File: src/rtl/serial_subtractor_pkg.sv
// Shared types and constants for the bit-serial subtractor.
package serial_subtractor_pkg;

    localparam int unsigned DefaultWidth = 8;

    typedef enum logic [1:0] {
        StIdle = 2'd0,
        StRun  = 2'd1,
        StDone = 2'd2
    } state_e;

    // Bit-counter width; never narrower than one bit.
    function automatic int unsigned cnt_width(input int unsigned width);
        return (width <= 2) ? 1 : $clog2(width);
    endfunction

    localparam int unsigned DefaultCntWidth = cnt_width(DefaultWidth);

endpackage

File: src/rtl/serial_subtractor_if.sv
// Start/operand/result bundle between a requester and the serial subtractor.
interface serial_subtractor_if #(
    parameter int unsigned WIDTH = serial_subtractor_pkg::DefaultWidth
);
    logic             start;
    logic [WIDTH-1:0] a;
    logic [WIDTH-1:0] b;
    logic             busy;
    logic             done;
    logic [WIDTH-1:0] diff;
    logic             borrow;
    logic             overflow;
    logic             zero;

    modport master (
        output start, a, b,
        input  busy, done, diff, borrow, overflow, zero
    );

    modport slave (
        input  start, a, b,
        output busy, done, diff, borrow, overflow, zero
    );
endinterface

File: src/rtl/serial_subtractor_full_subtractor.sv
// Single-bit full subtractor: d = x - y - bin, bout = borrow out.
module full_subtractor (
    input  logic x,
    input  logic y,
    input  logic bin,
    output logic d,
    output logic bout
);

    // Pure combinational cell, mirror image of the full adder.
    always_comb begin
        d    = x ^ y ^ bin;
        bout = (~x & y) | (~(x ^ y) & bin);
    end

endmodule

File: src/rtl/serial_subtractor.sv
// Bit-serial two's-complement subtractor: one bit per clock, LSB first.
module serial_subtractor
    import serial_subtractor_pkg::*;
#(
    parameter int unsigned WIDTH = DefaultWidth
) (
    input  logic                clk,
    input  logic                rst,
    serial_subtractor_if.slave  bus
);

    localparam int unsigned          CntW    = cnt_width(WIDTH);
    localparam logic [CntW-1:0]      LastBit = CntW'(WIDTH - 1);

    state_e           state_q, state_d;
    logic [CntW-1:0]  cnt_q, cnt_d;
    logic [WIDTH-1:0] a_sr_q, a_sr_d;
    logic [WIDTH-1:0] b_sr_q, b_sr_d;
    logic [WIDTH-1:0] res_sr_q, res_sr_d;
    logic             bff_q, bff_d;
    logic             a_sign_q, a_sign_d;
    logic             b_sign_q, b_sign_d;
    logic [WIDTH-1:0] diff_q, diff_d;
    logic             borrow_q, borrow_d;
    logic             ovf_q, ovf_d;
    logic             zero_q, zero_d;

    logic             bit_d;
    logic             bit_bout;
    logic [WIDTH-1:0] res_next;

    full_subtractor u_cell (
        .x    (a_sr_q[0]),
        .y    (b_sr_q[0]),
        .bin  (bff_q),
        .d    (bit_d),
        .bout (bit_bout)
    );

    // Result after shifting the current difference bit in at the MSB.
    assign res_next = {bit_d, res_sr_q[WIDTH-1:1]};

    // Next-state: FSM, datapath shifts and completion flag capture.
    always_comb begin
        state_d  = state_q;
        cnt_d    = cnt_q;
        a_sr_d   = a_sr_q;
        b_sr_d   = b_sr_q;
        res_sr_d = res_sr_q;
        bff_d    = bff_q;
        a_sign_d = a_sign_q;
        b_sign_d = b_sign_q;
        diff_d   = diff_q;
        borrow_d = borrow_q;
        ovf_d    = ovf_q;
        zero_d   = zero_q;

        case (state_q)
            StIdle, StDone: begin
                if (bus.start) begin
                    state_d  = StRun;
                    cnt_d    = '0;
                    a_sr_d   = bus.a;
                    b_sr_d   = bus.b;
                    res_sr_d = '0;
                    bff_d    = 1'b0;
                    a_sign_d = bus.a[WIDTH-1];
                    b_sign_d = bus.b[WIDTH-1];
                end else begin
                    state_d = StIdle;
                end
            end
            StRun: begin
                a_sr_d   = a_sr_q >> 1;
                b_sr_d   = b_sr_q >> 1;
                res_sr_d = res_next;
                bff_d    = bit_bout;
                cnt_d    = cnt_q + CntW'(1);
                if (cnt_q == LastBit) begin
                    state_d  = StDone;
                    diff_d   = res_next;
                    borrow_d = bit_bout;
                    // Overflow only possible when operand signs differ.
                    ovf_d    = (a_sign_q != b_sign_q) && (res_next[WIDTH-1] != a_sign_q);
                    zero_d   = (res_next == '0);
                end
            end
            default: state_d = StIdle;
        endcase
    end

    // State and datapath registers, cleared asynchronously on reset.
    always_ff @(posedge clk or posedge rst) begin
        if (rst) begin
            state_q  <= StIdle;
            cnt_q    <= '0;
            a_sr_q   <= '0;
            b_sr_q   <= '0;
            res_sr_q <= '0;
            bff_q    <= 1'b0;
            a_sign_q <= 1'b0;
            b_sign_q <= 1'b0;
            diff_q   <= '0;
            borrow_q <= 1'b0;
            ovf_q    <= 1'b0;
            zero_q   <= 1'b0;
        end else begin
            state_q  <= state_d;
            cnt_q    <= cnt_d;
            a_sr_q   <= a_sr_d;
            b_sr_q   <= b_sr_d;
            res_sr_q <= res_sr_d;
            bff_q    <= bff_d;
            a_sign_q <= a_sign_d;
            b_sign_q <= b_sign_d;
            diff_q   <= diff_d;
            borrow_q <= borrow_d;
            ovf_q    <= ovf_d;
            zero_q   <= zero_d;
        end
    end

    // Status is a pure decode of the registered state.
    always_comb begin
        bus.busy     = (state_q == StRun);
        bus.done     = (state_q == StDone);
        bus.diff     = diff_q;
        bus.borrow   = borrow_q;
        bus.overflow = ovf_q;
        bus.zero     = zero_q;
    end

endmodule

File: src/flat_wrapper.sv
// flat-port wrapper written by rule: the top's interface ports become plain ports
module serial_subtractor_flat import serial_subtractor_pkg::*;
#(
    parameter int unsigned WIDTH = DefaultWidth
)
  (clk, rst, bus_start, bus_a, bus_b, bus_busy, bus_done, bus_diff, bus_borrow, bus_overflow, bus_zero);
  serial_subtractor_if #(.WIDTH(WIDTH)) bus_i ();
  input  logic clk;
  input  logic rst;
  input wire logic [$bits(bus_i.start)-1:0] bus_start;
  input wire logic [$bits(bus_i.a)-1:0] bus_a;
  input wire logic [$bits(bus_i.b)-1:0] bus_b;
  output wire logic [$bits(bus_i.busy)-1:0] bus_busy;
  output wire logic [$bits(bus_i.done)-1:0] bus_done;
  output wire logic [$bits(bus_i.diff)-1:0] bus_diff;
  output wire logic [$bits(bus_i.borrow)-1:0] bus_borrow;
  output wire logic [$bits(bus_i.overflow)-1:0] bus_overflow;
  output wire logic [$bits(bus_i.zero)-1:0] bus_zero;
  assign bus_i.start = bus_start;
  assign bus_i.a = bus_a;
  assign bus_i.b = bus_b;
  assign bus_busy = bus_i.busy;
  assign bus_done = bus_i.done;
  assign bus_diff = bus_i.diff;
  assign bus_borrow = bus_i.borrow;
  assign bus_overflow = bus_i.overflow;
  assign bus_zero = bus_i.zero;
  serial_subtractor #(.WIDTH(WIDTH)) u_core (.clk(clk), .rst(rst), .bus(bus_i));
endmodule
File: config.mk
export PLATFORM = sky130hd
export DESIGN_NAME = serial_subtractor_flat
export DESIGN_NICKNAME = d
export VERILOG_FILES = /design/src/rtl/serial_subtractor_pkg.sv /design/src/rtl/serial_subtractor_if.sv /design/src/rtl/serial_subtractor_full_subtractor.sv /design/src/rtl/serial_subtractor.sv /design/src/flat_wrapper.sv
export SDC_FILE = /design/constraint.sdc
export NUM_CORES = 1
export LEC_CHECK = 0
export BUFFER_PORTS_ARGS = -buffer_cell sky130_fd_sc_hd__buf_4
export CAP_MARGIN = 10
export CORE_ASPECT_RATIO = 1.5
export CORE_MARGIN = 10
export CORE_UTILIZATION = 50
export DETAILED_ROUTE_END_ITERATION = 10
export PLACE_DENSITY = 0.73
export SYNTH_ARGS = -nofsm -noshare
export SYNTH_HDL_FRONTEND = slang
export SYNTH_HIERARCHICAL = 1
export SYNTH_SLANG_ARGS = --single-unit
File: constraint.sdc
create_clock -name clk -period 2.03 [get_ports clk]
set_clock_uncertainty 0.2 [all_clocks]
set_input_delay 0.3045 -clock clk [delete_from_list [all_inputs] [get_ports clk]]
set_output_delay 0.3045 -clock clk [all_outputs]
set_load 0.02 [all_outputs]
# Yosys cells after proc, flatten, opt, wreduce, memory -nomap -nowiden
# Cells that the tools add are included.
[totals] reg_bits=43 inputBits=19 out_inout_bits=13 wordCells=48
[classes] addsub=1 eq_ne=7 muxes=13 bitwise_logic=7 reduce_logical=8
[op_table] op="8-bit case mux with 2 select lines" n=3
[op_table] op="8-bit 2-to-1 mux" n=3
[op_table] op="8-bit logical NOT" n=1
[op_table] op="3-bit case mux with 2 select lines" n=1
[op_table] op="2-bit AND reduction" n=3
[op_table] op="2-bit case mux with 2 select lines" n=1
[op_table] op="3-bit by 1-bit adder with 3-bit output, second input constant" n=1
[op_table] op="3-bit equality test, second input constant" n=1
[op_table] op="3-bit 2-to-1 mux" n=1
[op_table] op="1-bit bitwise AND" n=2
[op_table] op="2-bit by 1-bit equality test with 1-bit output, second input constant" n=1
[op_table] op="2-bit equality test, second input constant" n=1
[op_table] op="2-bit logical NOT" n=1
[op_table] op="1-bit 2-to-1 mux" n=2
[op_table] op="2-bit 2-to-1 mux" n=1
[op_table] op="1-bit != test" n=2
[op_table] op="2-bit by 1-bit != test with 1-bit output, second input constant" n=1
[op_table] op="2-bit != test, second input constant" n=1
[op_table] op="1-bit NOT" n=2
[op_table] op="1-bit case mux with 2 select lines" n=1
[op_table] op="2-bit nonzero test" n=1
[op_table] op="2-bit OR reduction" n=1
[op_table] op="1-bit XOR" n=2
[op_table] op="1-bit logical AND" n=1
[op_table] op="1-bit OR" n=1

# Depth between registers and ports, before layout
[depth] ltp_word=5 mapped_depth=6 depth_no_buf=5

# Cells and area by module
# Netlist, hierarchy kept.
[modules_own_cells] mod="serial_subtractor" instances=1 cells_per_inst=159 area_per_inst_um2=1764.2 seq_area_each_um2=1051.0
[modules_own_cells] mod="full_subtractor" instances=1 cells_per_inst=4 area_per_inst_um2=31.3 seq_area_each_um2=0.0

# Worst setup path before layout
# No wires, ideal clock.
[synth_timing] path_type="register to register" startpoint="register u_core.cnt_q[0]" endpoint="register u_core.borrow_q (netlist: u_core/bus.borrow)" setup_time_ns=0.125 arrival_time_ns=1.334 t_required_ns=1.705 setup_slack_ns=0.370 path_stages_with_launch=6 n_path_buf=1 synth_period_minus_slack_ns=1.660 path_cell_list="dfrtp_1 ha_1 ha_1 nand3b_2 buf_6 mux2_4"
[synth_via] elab_chain_cells=2
[synth_rtl] item="from (decl)" line="serial_subtractor.sv:16" text="logic [CntW-1:0] cnt_q, cnt_d;"
[synth_rtl] item="from (signal assigned)" line="serial_subtractor.sv:109" text="cnt_q <= cnt_d;"
[synth_rtl] item="3-bit equality test" line="serial_subtractor.sv:79" text="if (cnt_q == LastBit) begin"
[synth_rtl] item="2-bit AND reduction (no source line)"
[synth_rtl] item="to (signal assigned)" line="serial_subtractor.sv:117" text="borrow_q <= borrow_d;"
[synth_rtl] item="to (decl)" line="serial_subtractor.sv:24" text="logic borrow_q, borrow_d;"
# No other way between the ends.
# A chain may end at the register's enable or synchronous reset.

# Worst setup path in the final report
[layout_timing] startpoint="register u_core.cnt_q[0]" endpoint="register u_core.diff_q[6] (netlist: u_core/bus.diff[6])"
[layout_via] elab_chain_cells=2
[layout_rtl] item="3-bit equality test" line="serial_subtractor.sv:79"
[layout_rtl] item="2-bit AND reduction (no source line)"
[layout_rtl] item="to (signal assigned)" line="serial_subtractor.sv:116" text="diff_q <= diff_d;"
[layout_rtl] item="to (decl)" line="serial_subtractor.sv:23" text="logic [WIDTH-1:0] diff_q, diff_d;"
# No other way between the ends.

==> results.yml <==
outcome:
  status: "completed"
floorplanning:
  die_h_um: 93.4
  coreArea_um2: 3450
  die_w_um: 68.9
  row_count: 26
  fp.dieArea_um2: 6440
  start_util_pct: 52.1
  ios: 32
global_route:
  grt_use_met3_pct: 4.06
  grtUsageTotal_pct: 12.4
  busiest_layer: "met2"
  grt_pass1_vias: 1370
  overflow: 0
  grt_use_met2_pct: 19.6
  met1_usage_pct: 15.1
  antenna_found_initial: 0
  grt_max_degree: 32
  grt_pass1_wl_mm: 6.24
layout:
  layout_commonest_cell: "dfrtp_1"
  area_delta_synth_final_pct: 19.9
  layout_common_cells: "42 x dfrtp_1, 37 x nand2_1, 36 x buf_4"
  num_antenna_cells: 0
  utilization_pct: 62.4
  drive_above_1_share_pct: 28.3
  finalNetCount: 219
  fillerInstances: 304
synth:
  ys_warn_count: 6
  synth_area_um2: 1800
  synth-simple-area-share_pct: 15.0
  netlist_instances: 163
  synth_fa_ha_area_share_pct: 2.51
  synth.net_count: 185
  ys_seq_area_share_pct: 58.5
  synth.area.mux_share_pct: 6.69
  synth_compound_area_share_pct: 12.1
  synth_top_family_by_area: "simple AND/OR/NAND/NOR gates"
  synth-xor-area-share_pct: 0
  ys_types: 24
  synth.avg_cell_area_um2: 11.0
  synth-seq-cells: 42
routing:
  wirelength_mm: 3.59
  viasPerCell: 5.36
  wl_per_cell_um: 15.0
  drt_pass1_iterations: 4
  vias: 1287
  drc: 0
  drtIter0Drc: 85
  drtAntennaViolNets: 0
setup_path:
  critPathKind: "reg -> reg"
  cp_data_arrival_time_ps: 1820
  worstReg2RegEnd: "u_core/bus.diff[6]"
  reg2reg_from: "u_core/cnt_q[0]"
  startpoint: "u_core/cnt_q[0]"
  crit_path_max_fanout: 14
  required_ps: 2010
  critPathCapture: "u_core/bus.diff[6]"
  r2r_slack_ps: 190
  crit_path_start_kind: "register"
  r2r_cells: 4
  endpoint_kind: "register"
placed_design:
  gp_congestion: 0.780
  dp_hpwl_mm: 2.64
  portBuffers: 31
pwr:
  power_frac_comb_pct: 41.7
  seq_power_share_pct: 42.4
  static-leakage-power_nw: 1.08
  switchingPower_mw: 1.31
  swShare_pct: 37.7
  p_total_mw: 3.47
  p_per_area_nw_per_um2: 1610
  p_int_mw: 2.16
  p_clk_share_pct: 15.9
  peakVddDrop_mv: 1.11
timing:
  setup_violations: 0
  hold_viol: 0
  rsz0062_at_grt: "false"
  slew_violations: 0
  finalSetupTns_ps: 0
  fmax_mhz: 544
  fin_crit_sh_pct: 90.5
  tightest_slew_ps: 660
  period_minus_slack_ps: 1840
  slew_headroom_pct: 56.0
clock_tree:
  cts_buffers: 5
  clock-root-buffer: "clkbuf_8"
  cts_resized: 0
  clk_pin_slew_ps: 80
  clock-sinks: 42
  clk_latency_ps: 290
  clock_path_buffers: 2
  holdBufCountCts: 1
  tritoncts: "yes"
  cts_setup_buffers: 0
  htreeDepth: 2
hold_path:
  hp-class: "in -> reg"
job:
  maxCapViolations: 0
cells in the mapped netlist:
cell type | count | share of area (%)
o21ai_0 | 4 | 1.1
nor2b_1 | 2 | 0.70
nor2_4 | 1 | 0.63
nor4_1 | 2 | 0.70
and3b_1 | 1 | 0.49
inv_1 | 5 | 1.0
buf_2 | 2 | 0.56
nand2b_1 | 2 | 0.70
clkbuf_1 | 2 | 0.42
nand3_1 | 1 | 0.28
mux2_4 | 5 | 4.2
ha_1 | 2 | 1.4
a21oi_1 | 1 | 0.28
nand3b_2 | 1 | 0.63
dfrtp_1 | 42 | 59
a31oi_1 | 14 | 4.9
mux2_2 | 4 | 2.5
a22o_1 | 12 | 5.9
buf_4 | 4 | 1.7
buf_6 | 2 | 1.3
inv_2 | 1 | 0.21
fa_1 | 1 | 1.1
nand2_1 | 37 | 7.7
nor2_1 | 15 | 3.1
layout make-up:
cell class              instances  area (um2)  area share (%)
well taps                      42        52.6            2.44
inverters                       6        22.5            1.05
flip-flops and latches         42        1050            48.8
clock buffers                   6        82.6            3.83
repair buffers                 37         280            13.0
clock inverters                 2        12.5           0.581
multi-input cells             105         652            30.3
worst min path at each step:
stage / depth (start not counted) / slack (ps) / startpoint / endpoint
floorplan: 2 / 210 / bus_a[7] / u_core/a_sign_q
global placement: 3 / 170 / rst / u_core/bus.zero
detailed placement: 3 / 190 / rst / u_core/bus.diff[6]
CTS: 3 / 20 / bus_a[7] / u_core/a_sign_q
global route: 3 / 20 / bus_a[7] / u_core/a_sign_q
finish: 3 / 30 / bus_a[7] / u_core/a_sign_q
cell families (layout without fill, tap and decap cells):
| family | after synthesis | in the layout |
|---|---|---|
| compound gates | 31 | 31 |
| fa+ha+maj | 3 | 3 |
| buf+inv | 16 | 51 |
| flops | 42 | 42 |
| mux | 9 | 9 |
| simple gates | 62 | 62 |
sequential cells by signal, indices dropped and copies added (netlist names):
signal	count
u_core/bus.diff	8
u_core/a_sr_q	8
u_core/b_sign_q	1
u_core/res_sr_q	7
u_core/bus.overflow	1
u_core/a_sign_q	1
u_core/bus.borrow	1
u_core/b_sr_q	8
u_core/bff_q	1
u_core/cnt_q	3
u_core/state_q	2
u_core/bus.zero	1
per-layer routing:
layer,share of wire (%),up-vias
li1,-,620
met1,43,624
met2,50,38
met3,6.4,5
met4,1.1,0
met5,0,-
power by group through the flow:
stage	clock (mW)	combinational, mW	sequential, mW
after floorplan	0	1.01	1.53
after global placement	0	1.39	1.46
after detailed placement	0	1.46	1.49
after CTS	0.571	1.47	1.47
after global routing	0.611	1.63	1.52
final	0.553	1.45	1.47
critical path, cell delays in order (launching register included):
cell and delay (ps):
dfrtp_1 400, ha_1 210, ha_1 210, nand3b_2 320
mux2_2 380
per-stage QoR:
stage	std cells	worst slack (ps)	hold slack (ps)	area, um2
after floorplan	163	370	210	1800
after global placement	231	270	172	2050
after detailed placement	231	196	186	2050
after CTS	240	190	17.8	2150
after global routing	240	94.0	18.2	2150
final	240	192	27.0	2150
Note: power is estimated with default switching activity, not from simulation.
